[src/rtl/ins_fetch_pkg.sv]
// rtl/ins_fetch_pkg.sv - shared types and constants for the instruction-fetch stage
//
// Contents:
//   OPC_W / OTH_W   widths of the opcode and remaining-bits fields of an instruction
//   INSTR_W         instruction word width
//   FETCH_ADDR_W    width of the npc field carried through the prefetch queue
//   fetch_entry_t   one prefetch queue entry: {instr, npc}
//   fetch_state_t   fetch sequencer state: IDLE, REQ, DROP
package ins_fetch_pkg;

   localparam int OPC_W        = 6;
   localparam int OTH_W        = 26;
   localparam int INSTR_W      = 32;
   localparam int FETCH_ADDR_W = 32;

   typedef struct packed {
      logic [INSTR_W-1:0]      instr;
      logic [FETCH_ADDR_W-1:0] npc;
   } fetch_entry_t;

   // DROP is REQ with the pending ack marked for discard after a redirect.
   typedef enum logic [1:0] {
      IDLE = 2'd0,
      REQ  = 2'd1,
      DROP = 2'd2
   } fetch_state_t;

   function automatic logic [OPC_W-1:0] opcode_of(input logic [INSTR_W-1:0] word);
      return word[INSTR_W-1 -: OPC_W];
   endfunction

   function automatic logic [OTH_W-1:0] others_of(input logic [INSTR_W-1:0] word);
      return word[OTH_W-1:0];
   endfunction

endpackage

[src/rtl/ins_fetch_fifo.sv]
// rtl/ins_fetch_fifo.sv - synchronous DEPTH-entry prefetch queue of fetch_entry_t
//
// Ports:
//   clk, rst        clock, synchronous active-high reset
//   push, wr_entry  enqueue wr_entry; accepted when not full, or when full and popping
//   pop             dequeue head; ignored when empty
//   flush           empty the queue; overrides push and pop
//   head            current head entry (meaningful only when empty=0)
//   count           occupancy, 0..DEPTH
//   full, empty     occupancy flags
module ins_fetch_fifo
   import ins_fetch_pkg::*;
#(
   parameter int DEPTH = 4,
   localparam int PTR_W = $clog2(DEPTH),
   localparam int CNT_W = $clog2(DEPTH) + 1
) (
   input  logic             clk,
   input  logic             rst,
   input  logic             push,
   input  logic             pop,
   input  logic             flush,
   input  fetch_entry_t     wr_entry,
   output fetch_entry_t     head,
   output logic [CNT_W-1:0] count,
   output logic             full,
   output logic             empty
);

   fetch_entry_t     mem [DEPTH];
   logic [PTR_W-1:0] wr_ptr;
   logic [PTR_W-1:0] rd_ptr;
   logic             do_push;
   logic             do_pop;

   assign empty   = (count == '0);
   assign full    = (count == CNT_W'(DEPTH));
   assign do_pop  = pop & ~empty;
   // A full queue still takes a push when the head leaves in the same cycle.
   assign do_push = push & (~full | do_pop);
   assign head    = mem[rd_ptr];

   always_ff @(posedge clk) begin
      if (rst || flush) begin
         wr_ptr <= '0;
         rd_ptr <= '0;
         count  <= '0;
      end else begin
         if (do_push) wr_ptr <= wr_ptr + PTR_W'(1);
         if (do_pop)  rd_ptr <= rd_ptr + PTR_W'(1);
         count <= count + CNT_W'(do_push) - CNT_W'(do_pop);
      end
   end

   // Storage needs no reset: the head is only looked at while count is non-zero.
   always_ff @(posedge clk) begin
      if (do_push && !flush) mem[wr_ptr] <= wr_entry;
   end

endmodule

[src/rtl/ins_fetch_unit.sv]
// rtl/ins_fetch_unit.sv - decoupled instruction fetch: PC sequencer, memory port, prefetch queue
//
// Ports:
//   clk, rst                 clock, synchronous active-high reset
//   fecAbl                   fetch enable; 0 stops new memory requests only
//   redirect, muxFirOut      one-cycle control-flow redirect and its target PC
//   memReq, memAddr          instruction-memory request, address held until memAck
//   memAck, memData          response strobe and instruction word
//   insValid, insReady       head-of-queue handshake towards decode
//   irOutOpe, irOutOth       head instruction [31:26] and [25:0]
//   npcOut                   head fetch PC + PC_STEP
//   qCount                   prefetch queue occupancy
//
// Build option: FETCH_BYPASS_EN - an ack arriving on an empty queue while decode
// is ready is presented to decode combinationally in the same cycle and not stored.
module ins_fetch_unit
   import ins_fetch_pkg::*;
#(
   parameter int                ADDR_W   = 32,
   parameter int                DEPTH    = 4,
   parameter logic [ADDR_W-1:0] RESET_PC = '0,
   parameter int                PC_STEP  = 4,
   localparam int               CNT_W    = $clog2(DEPTH) + 1
) (
   input  logic              clk,
   input  logic              rst,
   input  logic              fecAbl,
   input  logic              redirect,
   input  logic [ADDR_W-1:0] muxFirOut,
   output logic              memReq,
   output logic [ADDR_W-1:0] memAddr,
   input  logic              memAck,
   input  logic [31:0]       memData,
   output logic              insValid,
   input  logic              insReady,
   output logic [OPC_W-1:0]  irOutOpe,
   output logic [OTH_W-1:0]  irOutOth,
   output logic [ADDR_W-1:0] npcOut,
   output logic [CNT_W-1:0]  qCount
);

   fetch_state_t      state;
   logic [ADDR_W-1:0] pc;          // next address to request (equals memAddr while in REQ)
   logic              ack;
   logic              accept;
   logic              bypass_take;
   logic              q_push;
   logic              q_pop;
   logic              q_empty;
   logic              unused_full;
   logic              issue;
   logic [ADDR_W-1:0] ack_npc;
   logic [ADDR_W-1:0] next_base;
   logic [CNT_W-1:0]  cnt_after;
   fetch_entry_t      wr_entry;
   fetch_entry_t      head;
   fetch_entry_t      out_entry;
   logic              out_valid;

   // An ack only counts against a request we actually have on the bus.
   assign ack     = memReq & memAck;
   // Acks in DROP belong to the stream abandoned by an earlier redirect; an ack
   // coinciding with a redirect is discarded the same way.
   assign accept  = ack & (state == REQ) & ~redirect;
   assign ack_npc = memAddr + ADDR_W'(PC_STEP);

`ifdef FETCH_BYPASS_EN
   assign bypass_take = accept & q_empty & insReady;
`else
   assign bypass_take = 1'b0;
`endif

   assign q_push = accept & ~bypass_take;
   assign q_pop  = insReady & ~q_empty;

   // Occupancy as it will be next cycle with nothing outstanding; a new request
   // may only go out if its response is guaranteed a slot.
   assign cnt_after = redirect ? '0 : (qCount + CNT_W'(q_push) - CNT_W'(q_pop));
   assign issue     = fecAbl & (cnt_after < CNT_W'(DEPTH));

   always_comb begin
      next_base = pc;
      if (redirect)    next_base = muxFirOut;
      else if (accept) next_base = ack_npc;
   end

   assign wr_entry.instr = memData;
   assign wr_entry.npc   = FETCH_ADDR_W'(ack_npc);

   ins_fetch_fifo #(
      .DEPTH (DEPTH)
   ) u_fifo (
      .clk      (clk),
      .rst      (rst),
      .push     (q_push),
      .pop      (q_pop),
      .flush    (redirect),
      .wr_entry (wr_entry),
      .head     (head),
      .count    (qCount),
      .full     (unused_full),
      .empty    (q_empty)
   );

   always_ff @(posedge clk) begin
      if (rst) begin
         state   <= IDLE;
         memReq  <= 1'b0;
         memAddr <= RESET_PC;
         pc      <= RESET_PC;
      end else begin
         case (state)
            IDLE: begin
               // memAddr tracks the PC while idle so a redirect is visible at once.
               pc      <= next_base;
               memAddr <= next_base;
               if (issue) begin
                  memReq <= 1'b1;
                  state  <= REQ;
               end
            end
            REQ, DROP: begin
               if (ack) begin
                  pc      <= next_base;
                  memAddr <= next_base;
                  if (issue) begin
                     memReq <= 1'b1;      // back-to-back request
                     state  <= REQ;
                  end else begin
                     memReq <= 1'b0;
                     state  <= IDLE;
                  end
               end else begin
                  // Request stays on the bus with its address; only the PC moves.
                  pc <= next_base;
                  if (redirect) state <= DROP;
               end
            end
            default: begin
               state  <= IDLE;
               memReq <= 1'b0;
            end
         endcase
      end
   end

   always_comb begin
      out_valid = ~q_empty;
      out_entry = head;
`ifdef FETCH_BYPASS_EN
      if (bypass_take) begin
         out_valid       = 1'b1;
         out_entry.instr = memData;
         out_entry.npc   = FETCH_ADDR_W'(ack_npc);
      end
`endif
   end

   // Outputs read as zero whenever nothing is presented to decode.
   assign insValid = out_valid;
   assign irOutOpe = out_valid ? opcode_of(out_entry.instr) : '0;
   assign irOutOth = out_valid ? others_of(out_entry.instr) : '0;
   assign npcOut   = out_valid ? ADDR_W'(out_entry.npc) : '0;

endmodule

[config.mk]
export PLATFORM = sky130hd
export DESIGN_NAME = ins_fetch_unit
export DESIGN_NICKNAME = d
export VERILOG_FILES = /design/src/rtl/ins_fetch_pkg.sv /design/src/rtl/ins_fetch_fifo.sv /design/src/rtl/ins_fetch_unit.sv
export SDC_FILE = /design/constraint.sdc
export NUM_CORES = 1
export LEC_CHECK = 0
export ABC_CLOCK_PERIOD_IN_PS = 7700
export BUFFER_PORTS_ARGS = -buffer_cell sky130_fd_sc_hd__buf_4
export CORE_MARGIN = 2
export CORE_UTILIZATION = 35
export CTS_CLUSTER_SIZE = 16
export DETAILED_ROUTE_END_ITERATION = 6
export HOLD_SLACK_MARGIN = 0.03
export PLACE_DENSITY = 0.64
export SYNTH_ARGS = -nofsm -noshare
export SYNTH_HDL_FRONTEND = slang
export SYNTH_SLANG_ARGS = --single-unit
[constraint.sdc]
create_clock -name clk -period 7.7 [get_ports clk]
set_input_delay 1.54 -clock clk [delete_from_list [all_inputs] [get_ports clk]]
set_output_delay 1.54 -clock clk [all_outputs]
set_load 0.05 [all_outputs]
==> results of run 1 <==
## kinds of logic (layout without fill, tap and decap cells)
group | Yosys count | count (layout)
multiplexers | 78 | 78
AND/OR/NAND/NOR | 316 | 316
adder cells (fa/ha/maj) | 12 | 12
flip-flops | 332 | 332
buffers and inverters | 81 | 262
AO/OA/AOI/OAI | 158 | 158
XOR/XNOR | 23 | 23
## registers in the layout (all words and copies together), names as in the netlist, named ones only
name / count
pc: 32
u_fifo.mem: 256
u_fifo.rd_ptr: 2
memReq: 1
u_fifo.count: 3
memAddr: 32
u_fifo.wr_ptr: 2
state: 2
## routing by layer
layer	track usage (%)	part of all wire, %
met3	3.28	6.1
met2	27.0	47
met1	23.6	45
met5	0	0
met4	4.27	2.1
## worst min path at each step
stage                start  cells after the start      to
global route        pc[25]                      2  pc[25]
CTS                 pc[25]                      2  pc[25]
global placement     pc[2]                      2   pc[2]
finish              pc[25]                      2  pc[25]
detailed placement  pc[25]                      2  pc[25]
floorplan            pc[2]                      2   pc[2]
## cell usage in the layout (no fill, tap or decap), drive strengths merged, types with 14 or more instances in the layout
| cell | netlist | layout |
|---|---|---|
| inv | 21 | 22 |
| and2 | 73 | 73 |
| a21oi | 32 | 32 |
| a211oi | 20 | 20 |
| mux2i | 14 | 14 |
| dfxtp | 76 | 76 |
| buf | 13 | 178 |
| clkinv | 0 | 16 |
| xnor2 | 16 | 16 |
| nand2 | 61 | 61 |
| o21ai | 32 | 32 |
| nand3 | 28 | 28 |
| mux4 | 64 | 64 |
| clkbuf | 47 | 41 |
| edfxtp | 256 | 256 |
| nor2 | 82 | 82 |
## final cells by class
cell class | count | area [µm²]
well taps | 525 | 657
clock buffers | 41 | 898
inverters | 21 | 78.8
repair buffers | 178 | 1340
flip-flops and latches | 332 | 9220
multi-input cells | 587 | 4680
clock inverters | 22 | 211
fillers | 3686 | 22700
## metrics by stage
step                power (W)  setup WS (ns)  util, %
CTS                   0.00420           2.95     42.9
global placement      0.00256           3.41     40.1
floorplan             0.00238           3.51        -
global route          0.00431           2.83     42.9
detailed placement    0.00257           3.40     40.1
finish                0.00416           3.08     42.9
## worst reg2reg max path: cells and delay by family (launching register included)
family | cells | cell delay [ns]
mux | 1 | 0.21
simple gates | 4 | 1.32
fa+ha+maj | 2 | 0.44
buf+inv | 2 | 0.41
flops | 1 | 0.38
compound gates | 2 | 0.49
## report_power, final
part	leakage, nW	switching [W]	internal, W
clock	0.538	0.000682	0.000944
sequential	2.95	0.0000649	0.00200
combinational	2.46	0.000322	0.000150
==> out/results.tsv, run 1 <==
stage	metric	value	unit
synth	Synth Area in Compound Gates	7.75	%
worst_setup_path	worst-path maximum fanout	35	
synth	largest family of logic cells by synthesized area	simple AND/OR/NAND/NOR gates	
worst_setup_path	Worst R2R Start	u_fifo.count[1]	
cells_and_area	Nets	1237	
synth	most frequent cells after synthesis	edfxtp_1, nor2_1, dfxtp_1	
cts	Root Buffer	clkbuf_16	
worst_setup_path	Worst path depth	4	
grt	largest net degree at the start of global routing	65	
synth	mux share of post-synthesis cell area	11.2	%
worst_setup_path	kind of critical path	flop to output port	
floorplanning	die span in y	205	µm
outcome	status	complete, no violations	
cts	clk sink count	332	
placed_design	post-DP HPWL	23100	µm
cts	clk_lat worst skew	0.51	ns
worst_setup_path	Critical Path End Type	output port	
placed_design	placed inst area	16000	µm²
worst_setup_path	Crit path largest cell delay	0.75	ns
cts	TritonCTS clock tree	yes	
timing	post-layout min period	4.62	ns
floorplanning	I/O pin count	171	
worst_setup_path	Critical Path End	npcOut[30]	
synth	post-synthesis sequential area ratio	64.9	%
grt	GRT overflow	0	
placed_design	Placer Congestion	0.825	
synth	ys flop type	edfxtp_1	
worst_setup_path	worst path bufs/invs	2	
synth	area leader, netlist	edfxtp_1	
timing	Worst Skew	0.0117	ns
worst_setup_path	Crit-path slowest cell	dfxtp_4	
timing	Final Hold Viols	0	
synth	Post-synth EDFFs	256	
synth	simple-gate portion of the synthesized area	11.4	%
synth	count leader, synth	edfxtp_1	
cells_and_area	share of layout cells above drive strength 1	27.5	%
routing	DR WL/cell	20.8	µm
worst_setup_path	arrival time worst endpoint	3.08	ns
worst_setup_path	FF-to-FF path depth	11	
synth	Synth Area in Adders	1.11	%
floorplanning	full die area	42100	µm²
timing	RSZ-0062 raised after global routing	no	
synth	post-synth top area share	54.2	%
timing	Final TNS setup	0	ns
worst_setup_path	r2r setup slk	4.32	ns
worst_setup_path	reg2reg end	memReq	
synth	Syn Inst Count	1000	
floorplanning	DIE WIDTH	205	µm
floorplanning	Std-Cell Rows	73	
cells_and_area	area grow syn2layout	20.4	%
synth	Synth cell types	59	
worst_setup_path	CP Launch Type	flop	
synth	flops & latches, synth	332	
routing	initial drt markers	732	
timing	# setup viols final	0	
synth	Synth Area per Inst	14.2	µm²
worst_setup_path	most used cell, CP	buf_4	
grt	vias in the first global route	8652	
timing	fmax	217	MHz
grt	first-pass GRT wire length	53200	µm
timing	worst-margin pin slew	1.14	ns
timing	Fin Hold WS	0.477	ns
synth	Ys Warns	0	
floorplanning	initial core utilization	35.6	%
timing	Final period util	60.0	%
cells_and_area	Final Cell Area	17100	µm²
cts	Clock Pin Slew Worst Setup and Hold Paths	0.06	ns
routing	Avg Vias per Cell	5.21	
synth	Post-Syn Area	14200	µm²
synth	post-synthesis xor/xnor area fraction	1.42	%
routing	Routed Antenna Nets	0	
power	Max VDD drop	0.000128	V
routing	Pre-Repair DR Iteration Count	5	
routing	# DRC	0	
cts	postcts setup bufs	0	
placed_design	DP Cell Count	1643	
power	leakage power	5.95	nW
synth	asr flop ratio synth	0	%
routing	final wirelength	35500	µm
synth	main area contributors after synthesis	edfxtp_1, dfxtp_1, mux4_2	
timing	worst relative slew slack	23.7	%
worst_setup_path	Crit path max-delay family	buffers and inverters	
worst_hold_path	Hold Path Class	flop to flop	
routing	vias	8883	
placed_design	number of buffers added on ports	170	
floorplanning	Core Box Area	39800	µm²
cells_and_area	Finished Layout Cells	1706	
cts	H-Tree Level Count	2	
cts	# hold bufs at CTS	0	
power	power per cell area	244	nW/µm²
synth	synthesized net count	1082	
timing	Pins Over Slew Limit	0	
worst_setup_path	WP data required	6.16	ns
grt	gr usage total	16.8	%
grt	initial antenna violation count	0	
cts	Clock Tree Buf Depth	3	
cells_and_area	# diodes	0	
worst_setup_path	Critical Path, Cell by Cell	buf_4 -> mux4_2 -> and2_1 -> buf_4	
cts	TritonCTS buffer count	35	
cts	cts repair resizes	0	
flow_run	max cap viols	0	
No activity file was read; power rests on OpenSTA's default activity.
==> run 2, diff against run 1 <==
--- a/config.mk
+++ b/config.mk
@@ -5,7 +5,7 @@
 export SDC_FILE = /design/constraint.sdc
 export NUM_CORES = 1
 export LEC_CHECK = 0
-export ABC_CLOCK_PERIOD_IN_PS = 7700
+export ABC_CLOCK_PERIOD_IN_PS = 4800
 export BUFFER_PORTS_ARGS = -buffer_cell sky130_fd_sc_hd__buf_4
 export CORE_MARGIN = 2
 export CORE_UTILIZATION = 35
==> constraint.sdc (replaced) <==
create_clock -name clk -period 4.8 [get_ports clk]
set_input_delay 0.96 -clock clk [delete_from_list [all_inputs] [get_ports clk]]
set_output_delay 0.96 -clock clk [all_outputs]
set_load 0.05 [all_outputs]
==> run 2 against run 1 <==
Cell count increased by 0.76%. Routed wire length up 1.7%. Via count rose by 2.4%. Clock skew grew 0.0028 ns. Sequential share of layout area down 0.46 points. Largest power group unchanged.
==> out/results.tsv, run 2 (synthesis gave the netlist of run 1 again) <==
stage	metric	value	unit	change
timing	fmax	280	MHz	
grt	largest net degree at the start of global routing	66		+1.5%
routing	initial drt markers	665		-9.2%
cts	TritonCTS buffer count	35		unchanged
worst_hold_path	min-delay src	pc[2]		
worst_setup_path	Critical Path End Type	output port		
worst_setup_path	kind of critical path	flop to output port		
worst_hold_path	WHS Endpoint	pc[2]		
placed_design	DP Worst Slack	1.48	ns	-1.92 ns
cts	cts repair resizes	0		unchanged
power	Max VDD drop	0.000265	V	+110%
power	power per cell area	387	nW/µm²	+59%
routing	DR WL/cell	21.0	µm	+0.95%
floorplanning	DIE WIDTH	205	µm	unchanged
placed_design	DP Cell Count	1655		+0.73%
grt	initial antenna violation count	0		unchanged
cells_and_area	area grow syn2layout	21.4	%	
timing	post-layout min period	3.58	ns	
worst_setup_path	reg2reg end	memReq		
cts	TritonCTS clock tree	yes		
cells_and_area	Finished Layout Cells	1719		+0.76%
timing	worst-margin pin slew	0.964	ns	-0.178 ns
timing	Final TNS setup	0	ns	unchanged
floorplanning	full die area	42100	µm²	unchanged
cells_and_area	Nets	1249		+0.97%
cts	clk sink count	332		unchanged
cts	Clock Tree Buf Depth	3		unchanged
worst_hold_path	Hold Path Depth	2		unchanged
worst_setup_path	CP Launch Type	flop		
timing	RSZ-0062 raised after global routing	no		
timing	Final period util	74.5	%	
timing	Fin Hold WS	0.465	ns	-0.0123 ns
timing	worst setup margin	1.22	ns	-1.86 ns
timing	Pins Over Slew Limit	0		unchanged
worst_setup_path	Worst R2R Start	u_fifo.count[1]		
cells_and_area	Reg with most FFs	u_fifo.mem		
grt	vias in the first global route	8803		+1.7%
placed_design	post-DP HPWL	24200	µm	+5.1%
timing	Worst Skew	0.0146	ns	+0.00284 ns
cts	# hold bufs at CTS	0		unchanged
routing	# DRC	0		unchanged
placed_design	number of buffers added on ports	170		unchanged
power	Pwr Total	0.00667	W	+60%
routing	Routed Antenna Nets	0		unchanged
floorplanning	initial core utilization	35.6	%	unchanged
timing	worst relative slew slack	35.7	%	+12 points
worst_hold_path	Hold Path Class	flop to flop		
cells_and_area	commonest non-fill, non-tap cells in the layout	edfxtp_1, buf_4, nor2_1, dfxtp_1, and2_1		
worst_setup_path	FF-to-FF path depth	10		-1
worst_setup_path	WP data required	3.84	ns	-2.32 ns
floorplanning	die span in y	205	µm	unchanged
cts	H-Tree Level Count	2		unchanged
grt	GRT overflow	0		unchanged
cts	postcts setup bufs	0		unchanged
cts	Root Buffer	clkbuf_16		
power	leakage power	6.03	nW	+1.3%
grt	gr usage total	17.0	%	+0.15 points
routing	final wirelength	36100	µm	+1.7%
cells_and_area	share of layout cells above drive strength 1	28.0	%	+0.48 points
timing	Final Hold Viols	0		unchanged
grt	first-pass GRT wire length	54200	µm	+1.9%
routing	vias	9100		+2.4%
worst_setup_path	arrival time worst endpoint	2.62	ns	-0.46 ns
flow_run	max cap viols	0		unchanged
cells_and_area	FILL cells	3640		-1.2%
outcome	status	complete, no violations		
cells_and_area	Largest regs	u_fifo.mem x256, memAddr x32, pc x32		
cells_and_area	most common cell after layout, fill and taps aside	edfxtp_1		
routing	Avg Vias per Cell	5.29		+1.7%
floorplanning	Core Box Area	39800	µm²	unchanged
cts	clk_lat worst skew	0.52	ns	about the same
placed_design	Placer Congestion	0.820		-0.65%
floorplanning	I/O pin count	171		unchanged
worst_setup_path	r2r setup slk	1.98	ns	-2.34 ns
timing	# setup viols final	0		unchanged
routing	Pre-Repair DR Iteration Count	5		unchanged
cells_and_area	number of flip-flops in the largest register	256		unchanged
worst_setup_path	worst-path maximum fanout	34		-2.9%
cts	Clock Pin Slew Worst Setup and Hold Paths	0.06	ns	about the same
floorplanning	Std-Cell Rows	73		unchanged
## run 2: cell types whose count changed in the layout (fill, tap and decap cells not counted), sizes merged
cell      before  now
buf          178  190
clkbuf        41   43
inv           22   21
clkinvlp       2    0
clkinv        16   17
diode          0    1
## run 2: worst max-delay path, stage by stage (launching register included)
cell and delay (ns):
dfxtp_4 0.80, buf_12 0.34, mux4_2 0.56, and2_1 0.18, buf_4 0.18
## run 2: final cells by class
class | instances | area [µm²] | share of cell area, %
antenna | 1 | 2.50 | 0.0145
clock buffer | 43 | 916 | 5.32
clock inverter | 20 | 186 | 1.08
inverter | 21 | 78.8 | 0.458
multi-input combinational | 587 | 4680 | 27.2
sequential | 332 | 9220 | 53.5
tap | 525 | 657 | 3.81
timing repair buffer | 190 | 1490 | 8.65
## run 2: power by group
part	internal [W]	leakage (nW)	switching (W)
combinational	0.000243	2.54	0.000520
clock	0.00152	0.541	0.00107
sequential	0.00320	2.95	0.000107
total	0.00497	6.03	0.00170
## run 2: how the worst max path moves through the flow
stage / from / to / slack [ns] / depth (start not counted)
3_3_place_gp: memAck / u_fifo.mem[1][50] / 1.50 / 8
3_5_place_dp: memAck / u_fifo.mem[1][52] / 1.48 / 8
6_report: flop / npcOut[19] / 1.22 / 4
5_1_grt: flop / npcOut[19] / 1.04 / 4
4_1_cts: flop / npcOut[19] / 1.12 / 4
2_1_floorplan: memAck / u_fifo.mem[0][0] / 1.19 / 4
## run 2: per-stage QoR
| stage | util, % | instance area, µm² |
|---|---|---|
| after global placement | 40.5 | 16100 |
| after CTS | 43.2 | 17200 |
| after detailed placement | 40.5 | 16100 |
| after floorplan | - | 14200 |
| after global routing | 43.2 | 17200 |
| final | 43.2 | 17200 |
## run 2: metal layers
| layer | vias to the layer above | GRT usage (%) | wire [µm] |
|---|---|---|---|
| met5 | - | 0 | 0 |
| met4 | 0 | 4.09 | 650 |
| met3 | 45 | 2.91 | 2680 |
| met2 | 342 | 26.6 | 16700 |
| met1 | 4524 | 24.7 | 16100 |
| li1 | 4189 | - | - |
==> run 3, diff against run 2 <==
--- a/config.mk
+++ b/config.mk
@@ -5,14 +5,14 @@
 export SDC_FILE = /design/constraint.sdc
 export NUM_CORES = 1
 export LEC_CHECK = 0
-export ABC_CLOCK_PERIOD_IN_PS = 4800
+export ABC_CLOCK_PERIOD_IN_PS = 3200
 export BUFFER_PORTS_ARGS = -buffer_cell sky130_fd_sc_hd__buf_4
 export CORE_MARGIN = 2
 export CORE_UTILIZATION = 35
 export CTS_CLUSTER_SIZE = 16
 export DETAILED_ROUTE_END_ITERATION = 6
 export HOLD_SLACK_MARGIN = 0.03
-export PLACE_DENSITY = 0.64
+export PLACE_DENSITY = 0.65
 export SYNTH_ARGS = -nofsm -noshare
 export SYNTH_HDL_FRONTEND = slang
 export SYNTH_SLANG_ARGS = --single-unit
==> constraint.sdc (replaced) <==
create_clock -name clk -period 3.2 [get_ports clk]
set_input_delay 0.64 -clock clk [delete_from_list [all_inputs] [get_ports clk]]
set_output_delay 0.64 -clock clk [all_outputs]
set_load 0.05 [all_outputs]
==> run 3 against run 2 <==
Sequential power rose by 50%. Critical path depth did not move. Setup slack got worse by 0.97 ns. First-iteration DRC count increased by 3.3%. Non-clock buffer count grew 11. Die area did not move. Largest cell class unchanged.
==> out/results.tsv, run 3 (synthesis gave the netlist of run 1 again) <==
stage	metric	value	unit	change
floorplanning	full die area	42100	µm²	unchanged
floorplanning	Std-Cell Rows	73		unchanged
cells_and_area	area of the multi-input gates	4670	µm²	-0.11%
floorplanning	initial core utilization	35.6	%	unchanged
cells_and_area	FILL cells	3664		+0.66%
cells_and_area	Largest regs	u_fifo.mem x256, memAddr x32, pc x32		
routing	wire length on met2	17300	µm	+3.8%
floorplanning	DIE WIDTH	205	µm	unchanged
worst_setup_path	Crit path largest cell delay	0.58	ns	-0.22 ns
timing	RSZ-0062 raised after global routing	no		
routing	final wirelength	36600	µm	+1.3%
power	power per cell area	591	nW/µm²	+53%
outcome	status	complete, no violations		
cts	Clock Pin Slew Worst Setup and Hold Paths	0.06	ns	about the same
cts	postcts setup bufs	0		unchanged
routing	vias	9206		+1.2%
cells_and_area	commonest non-fill, non-tap cells in the layout	edfxtp_1, buf_4, nor2_1, dfxtp_1, and2_1		
cts	cts repair resizes	0		unchanged
flow_run	max cap viols	0		unchanged
worst_setup_path	kind of critical path	flop to output port		
cells_and_area	Reg with most FFs	u_fifo.mem		
timing	Final TNS setup	0	ns	unchanged
cells_and_area	Register Area	9220	µm²	unchanged
worst_setup_path	Crit path max-delay family	multiplexers		
cells_and_area	number of flip-flops in the largest register	256		unchanged
worst_setup_path	Critical Path, Cell by Cell	buf_12 -> mux4_2 -> and2_1 -> buf_4		
cells_and_area	most common cell after layout, fill and taps aside	edfxtp_1		
placed_design	number of buffers added on ports	170		unchanged
routing	# DRC	0		unchanged
worst_setup_path	WP data required	2.56	ns	-1.28 ns
cts	Root Buffer	clkbuf_16		
cts	clk_lat worst skew	0.53	ns	about the same
routing	top sig layer	met4		
worst_setup_path	worst-path maximum fanout	20		-41%
floorplanning	I/O pin count	171		unchanged
worst_setup_path	worst path bufs/invs	2		unchanged
worst_setup_path	arrival time worst endpoint	2.30	ns	-0.32 ns
floorplanning	Core Box Area	39800	µm²	unchanged
cells_and_area	# diodes	0		-1
timing	worst relative slew slack	50.9	%	+15 points
placed_design	Placer Congestion	0.818		-0.22%
power	Max VDD drop	0.000300	V	+13%
grt	vias in the first global route	9137		+3.8%
routing	initial drt markers	687		+3.3%
grt	gr usage total	17.5	%	+0.52 points
routing	DR WL/cell	21.1	µm	+0.45%
floorplanning	die span in y	205	µm	unchanged
timing	# setup viols final	0		unchanged
routing	Routed Antenna Nets	0		unchanged
grt	initial antenna violation count	0		unchanged
timing	fmax	340	MHz	
cts	Clock Tree Buf Depth	3		unchanged
grt	largest net degree at the start of global routing	66		unchanged
timing	worst-margin pin slew	0.730	ns	-0.234 ns
worst_setup_path	Crit-path slowest cell	mux4_2		
power	leakage power	6.16	nW	+2.1%
placed_design	post-DP HPWL	23400	µm	-3.5%
routing	Metal-1 WL	15800	µm	-1.6%
cts	TritonCTS clock tree	yes		
routing	routed wl met3	2650	µm	-1.1%
power	Pwr Total	0.0103	W	+55%
routing	Avg Vias per Cell	5.31		+0.35%
timing	Worst Skew	0.0243	ns	+0.00973 ns
cts	TritonCTS buffer count	38		+8.6%
timing	Final period util	91.9	%	
timing	Pins Over Slew Limit	0		unchanged
cts	H-Tree Level Count	2		unchanged
grt	first-pass GRT wire length	55500	µm	+2.5%
routing	Pre-Repair DR Iteration Count	5		unchanged
timing	post-layout min period	2.94	ns	
worst_setup_path	CP Launch Type	flop		
cells_and_area	share of layout cells above drive strength 1	29.5	%	+1.5 points
cts	clk sink count	332		unchanged
cts	# hold bufs at CTS	0		unchanged
grt	GRT overflow	0		unchanged
worst_hold_path	Hold Path Class	input pin to flop		
timing	Final Hold Viols	0		unchanged
worst_setup_path	Critical Path End Type	output port		
cells_and_area	area grow syn2layout	23.0	%	
cells_and_area	Nets	1263		+1.1%
## run 3: changes by cell type in the layout (fill, tap and decap cells not counted), sizes merged
cell | previous run | this run
clkinv | 17 | 13
buf | 190 | 201
diode | 1 | 0
clkbuf | 43 | 48
inv | 21 | 24
## run 3: final cells by class
type | count | area share [%]
inverters | 21 | 0.452
repair buffers | 201 | 9.22
clock inverters | 19 | 1.08
multi-input cells | 587 | 26.8
clock buffers | 48 | 5.89
well taps | 525 | 3.76
flip-flops and latches | 332 | 52.8
## run 3: final timing paths
check             startpoint           endpoint  slack (ns)  cells past startpoint
min reg2reg           pc[25]             pc[25]        0.46                      2
max reg2reg  u_fifo.count[1]             memReq        0.43                     10
max                     flop         npcOut[31]        0.26                      4
min              memData[19]  u_fifo.mem[0][51]        0.32                      1
## run 3: through the flow
step	setup WS, ns	utilization [%]	cell area [µm²]	hold WS (ns)	cells
floorplan	0.429	-	14200	0.440	1000
CTS	0.182	43.8	17400	0.279	1733
global route	0.134	43.8	17400	0.284	1733
global placement	0.509	40.8	16200	0.448	1666
detailed placement	0.444	40.8	16200	0.454	1666
finish	0.258	43.8	17400	0.319	1733
## run 3: per-layer routing
layer  vias up  global-route usage (%)
met3        60                    3.45
met5         -                       0
met1      4601                    24.0
li1       4210                       -
met4         0                    4.70
met2       335                    28.5
## run 3: power by group
group,switching [W],internal [W],total [W]
logic,0.000764,0.000371,0.00113
registers,0.000158,0.00480,0.00496
clock network,0.00169,0.00252,0.00421
total,0.00261,0.00770,0.0103
